==> src/rtl/led_fade_driver.sv <==
// PWM LED driver that ramps brightness linearly between off and full on,
// stepping the level once per PWM period in response to the blink request.
module led_fade_driver #(
  parameter int PWM_BITS = 4,
  parameter int STEP     = 1
) (
  input  logic                clk,
  input  logic                i_reset,
  input  logic                i_led,
  output logic                o_pwm,
  output logic [PWM_BITS-1:0] o_level,
  output logic                o_busy,
  output logic                o_period_start
);

  localparam logic [PWM_BITS-1:0] MAX_LVL  = {PWM_BITS{1'b1}};
  localparam logic [PWM_BITS:0]   MAX_EXT  = {1'b0, MAX_LVL};
  localparam logic [PWM_BITS:0]   STEP_EXT = (PWM_BITS+1)'(STEP);

  typedef enum logic [1:0] {
    ST_OFF,
    ST_UP,
    ST_ON,
    ST_DOWN
  } state_t;

  state_t              state_reg, state_next;
  logic [PWM_BITS-1:0] level_reg, level_next;
  logic [PWM_BITS-1:0] cnt_reg;
  logic                period_start_reg;

  logic                wrap;
  logic [PWM_BITS:0]   up_sum;
  logic [PWM_BITS-1:0] up_level;
  logic [PWM_BITS-1:0] down_level;

  assign wrap = (cnt_reg == MAX_LVL);

  // Saturating step arithmetic, one bit wider than the level so nothing wraps.
  always_comb begin
    up_sum     = {1'b0, level_reg} + STEP_EXT;
    up_level   = (up_sum >= MAX_EXT) ? MAX_LVL : up_sum[PWM_BITS-1:0];
    down_level = ({1'b0, level_reg} <= STEP_EXT) ? '0
               : (level_reg - STEP_EXT[PWM_BITS-1:0]);
  end

  // Request is only looked at on the wrap edge, so duty stays constant within a period.
  always_comb begin
    state_next = state_reg;
    level_next = level_reg;
    if (wrap) begin
      if (i_led) begin
        if (state_reg != ST_ON) begin
          level_next = up_level;
          state_next = (up_level == MAX_LVL) ? ST_ON : ST_UP;
        end
      end else begin
        if (state_reg != ST_OFF) begin
          level_next = down_level;
          state_next = (down_level == '0) ? ST_OFF : ST_DOWN;
        end
      end
    end
  end

  always_ff @(posedge clk) begin
    if (i_reset) begin
      state_reg        <= ST_OFF;
      level_reg        <= '0;
      cnt_reg          <= '0;
      period_start_reg <= 1'b0;
    end else begin
      state_reg        <= state_next;
      level_reg        <= level_next;
      cnt_reg          <= cnt_reg + 1'b1;
      period_start_reg <= wrap;
    end
  end

  assign o_pwm          = (level_reg == MAX_LVL) | (cnt_reg < level_reg);
  assign o_level        = level_reg;
  assign o_busy         = (state_reg == ST_UP) | (state_reg == ST_DOWN);
  assign o_period_start = period_start_reg;

endmodule

==> config.mk <==
export PLATFORM = sky130hd
export DESIGN_NAME = led_fade_driver
export DESIGN_NICKNAME = d
export VERILOG_FILES = /design/src/rtl/led_fade_driver.sv
export SDC_FILE = /design/constraint.sdc
export NUM_CORES = 1
export LEC_CHECK = 0
export BUFFER_PORTS_ARGS = -buffer_cell sky130_fd_sc_hd__buf_2
export CORE_ASPECT_RATIO = 1.1
export CORE_MARGIN = 2
export CORE_UTILIZATION = 25
export CTS_BUF_LIST = sky130_fd_sc_hd__clkbuf_16
export DETAILED_ROUTE_END_ITERATION = 7
export HOLD_SLACK_MARGIN = 0.02
export PLACE_DENSITY_LB_ADDON = 0.25
export SLEW_MARGIN = 25
export SYNTH_ARGS = -nofsm -noshare
export SYNTH_HDL_FRONTEND = slang
export SYNTH_SLANG_ARGS = --single-unit
export TNS_END_PERCENT = 1
==> constraint.sdc <==
create_clock -name clk -period 2.97 [get_ports clk]
set_clock_uncertainty 0.15 [all_clocks]
set_input_delay 0.4455 -clock clk [delete_from_list [all_inputs] [get_ports clk]]
set_output_delay 0.4455 -clock clk [all_outputs]
set_load 0.1 [all_outputs]
==> impl_metrics.json <==
{
  "synth_common_cells": "nor2_1 (14), dfxtp_1 (11), a21oi_1 (8), ha_1 (8), inv_1 (6)",
  "startpoint": "o_level[1]$_SDFFE_PP0P_",
  "yosys_most_used_dff": "dfxtp_1",
  "antenna_found_initial": 0,
  "final_max_slew_viol_count": 0,
  "via_count": 717,
  "setup_viol": 0,
  "critPathKind": "reg -> out",
  "worstReg2RegStart": "o_level[0]$_SDFFE_PP0P_",
  "post_cts_resized": 0,
  "r2r_setup_slack_ns": 0.88,
  "peakVddDrop_mv": 0.326,
  "crit_fanout": 9,
  "rows": 21,
  "rsz0062_at_grt": "no",
  "endpoint_kind": "primary output",
  "post-route-min-period_ns": 2.55,
  "viasPerCell": 5.20,
  "drt_iter0_markers": 27,
  "yosysMostFrequentCell": "nor2_1",
  "clockBufferDepth": 2,
  "nets": 116,
  "crit_chain": "inv_1 -> ha_1 -> o21ai_0 -> a21boi_0 -> o31ai_4 -> buf_2",
  "drtPass1Iterations": 4,
  "swShare_pct": 22.7,
  "fin_area_um2": 938,
  "synth_top_area_share_pct": 28.1,
  "ys_ff_latch": 11,
  "port_buffers": 9,
  "finalHoldWorstSlack_ns": 0.306,
  "start_kind": "flop",
  "die_h_um": 62.8,
  "min_from": "cnt_reg[0]$_SDFF_PP0_",
  "syn_avg_cell_area_um2": 8.09,
  "power_frac_comb_pct": 10.4,
  "worst-path-buf-inv": 2,
  "setup_tns_ns": 0,
  "yosysTopAreaCell": "dfxtp_1",
  "required_ns": 2.37,
  "yosys-top-cells-area": "dfxtp_1 (28%), ha_1 (13%), nor2_1 (6.7%)",
  "synth_seq_area_share_pct": 28.1,
  "clockPowerShare_pct": 54.7,
  "ant_nets": 0,
  "overflow": 0,
  "multi_input_area_um2": 510,
  "wl_per_cell_um": 12.7,
  "fin_crit_sh_pct": 85.7,
  "synth_edf_count": 0,
  "cp.arrival_ns": 1.95,
  "syn2layout_area_growth_pct": 19.6,
  "grt_max_degree": 15,
  "clock.fmax_mhz": 393,
  "track_usage_pct": 10.8,
  "synth_fp_nets": 108,
  "n_antenna_cell": 0,
  "placed_area_um2": 860,
  "drive_gt1_share_pct": 21.2,
  "fillCellCount": 318,
  "yosysWarnings": 0,
  "cap_violations": 0,
  "finalHoldViolations": 0,
  "slew_headroom_pct": 67.8,
  "routed_wl_um": 1750,
  "clk_latency_ns": 0.24,
  "syn_inst": 97,
  "stdcell_count": 138,
  "cts_tree": "done",
  "gp_congestion": 0.731,
  "worst_slew_pin_slew_ns": 0.486,
  "power.internal_mw": 0.343,
  "grt_pass1_wl_um": 3130,
  "seq_area_um2": 224,
  "path_delay_family": "buffers and inverters",
  "clock_sinks": 11,
  "yosysUniqueCellTypes": 35,
  "place_inst": 134,
  "cpPeakStageDelay_ns": 0.45,
  "hold_buffers": 0,
  "cts.clk_slew.worst_paths_ns": 0.04,
  "async_reset_ff_share_pct": 0,
  "syn_area_um2": 785,
  "coreArea_um2": 3020,
  "cts-root-buf": "clkbuf_16",
  "p_sw_mw": 0.101,
  "status": "finished, final reports clean",
  "leakagePower_nw": 0.348,
  "slowest_stage": "buf_2",
  "die_x_um": 57.4,
  "cts-htree-levels": 1,
  "pwr_density_cell_nw_per_um2": 473,
  "drc": 0,
  "p_seq_share_pct": 34.9,
  "dp_hpwl_um": 1270,
  "first_global_vias": 674,
  "ios": 10,
  "postCtsSetupBuffers": 0,
  "hp-class": "reg -> reg",
  "design.die.area_um2": 3600,
  "floorplan.initialDensity_pct": 26.0,
  "cts_made_buffers": 3
}
==> power groups by stage <==
stage | sequential, mW | combinational (mW) | clock [mW]
floorplan | 0.157 | 0.0390 | 0
global placement | 0.158 | 0.0462 | 0
detailed placement | 0.158 | 0.0466 | 0
CTS | 0.155 | 0.0468 | 0.251
global route | 0.155 | 0.0506 | 0.259
finish | 0.155 | 0.0462 | 0.243
==> layout make-up <==
class / count / share of cell area (%)
Clock buffer: 3 / 8.00
Clock inverter: 1 / 0.400
Inverter: 6 / 2.40
Multi-Input combinational cell: 72 / 54.4
Sequential cell: 11 / 23.9
Tap cell: 34 / 4.53
Timing Repair Buffer: 11 / 6.40
==> layout by cell type, fill, tap and decap left out, drive strengths merged, types with 2 or more instances in the layout <==
| cell type | netlist | layout |
|---|---|---|
| buf | 5 | 11 |
| or3 | 2 | 2 |
| nand3 | 2 | 2 |
| nor2b | 2 | 2 |
| o31ai | 2 | 2 |
| nand2 | 3 | 3 |
| nor2 | 14 | 14 |
| inv | 6 | 7 |
| nand2b | 2 | 2 |
| ha | 8 | 8 |
| a21oi | 8 | 8 |
| dfxtp | 11 | 11 |
| o21ai | 4 | 4 |
| clkbuf | 3 | 3 |
| xnor2 | 2 | 2 |
| a21boi | 2 | 2 |
| a311oi | 5 | 5 |
| nand4 | 3 | 3 |
==> cell families after synthesis <==
| family | count (synthesis) | share of synthesized area [%] |
|---|---|---|
| adder cells (fa/ha/maj) | 8 | 12.8 |
| buffers and inverters | 14 | 8.61 |
| flip-flops | 11 | 28.1 |
| AND/OR/NAND/NOR | 31 | 19.1 |
| XOR/XNOR | 3 | 3.35 |
| AO/OA/AOI/OAI | 30 | 28.1 |
==> path summary, 6_finish.rpt <==
| path | endpoint | cells past startpoint |
|---|---|---|
| worst min register to register | cnt_reg[0]$_SDFF_PP0_ | 1 |
| worst min-delay path | cnt_reg[0]$_SDFF_PP0_ | 1 |
| worst max-delay path | o_pwm | 6 |
| worst max register to register | state_reg[1]$_SDFFE_PP0P_ | 6 |
==> per-layer routing <==
metal | vias to the layer above | routed length [um] | track usage (%)
li1 | 365 | - | -
met1 | 342 | 922 | 14.7
met4 | 0 | 0 | 2.62
met3 | 0 | 64 | 3.93
met5 | - | 0 | 0
met2 | 10 | 767 | 16.1
==> through the flow <==
stage                     power, mW  utilization [%]  setup slack [ns]
after floorplan               0.196                -            0.0521
after global routing          0.464             31.1             0.294
after CTS                     0.453             31.1             0.406
after global placement        0.204             28.4             0.726
final                         0.444             31.1             0.423
after detailed placement      0.204             28.4             0.668
(Power assumes the default switching activity.)
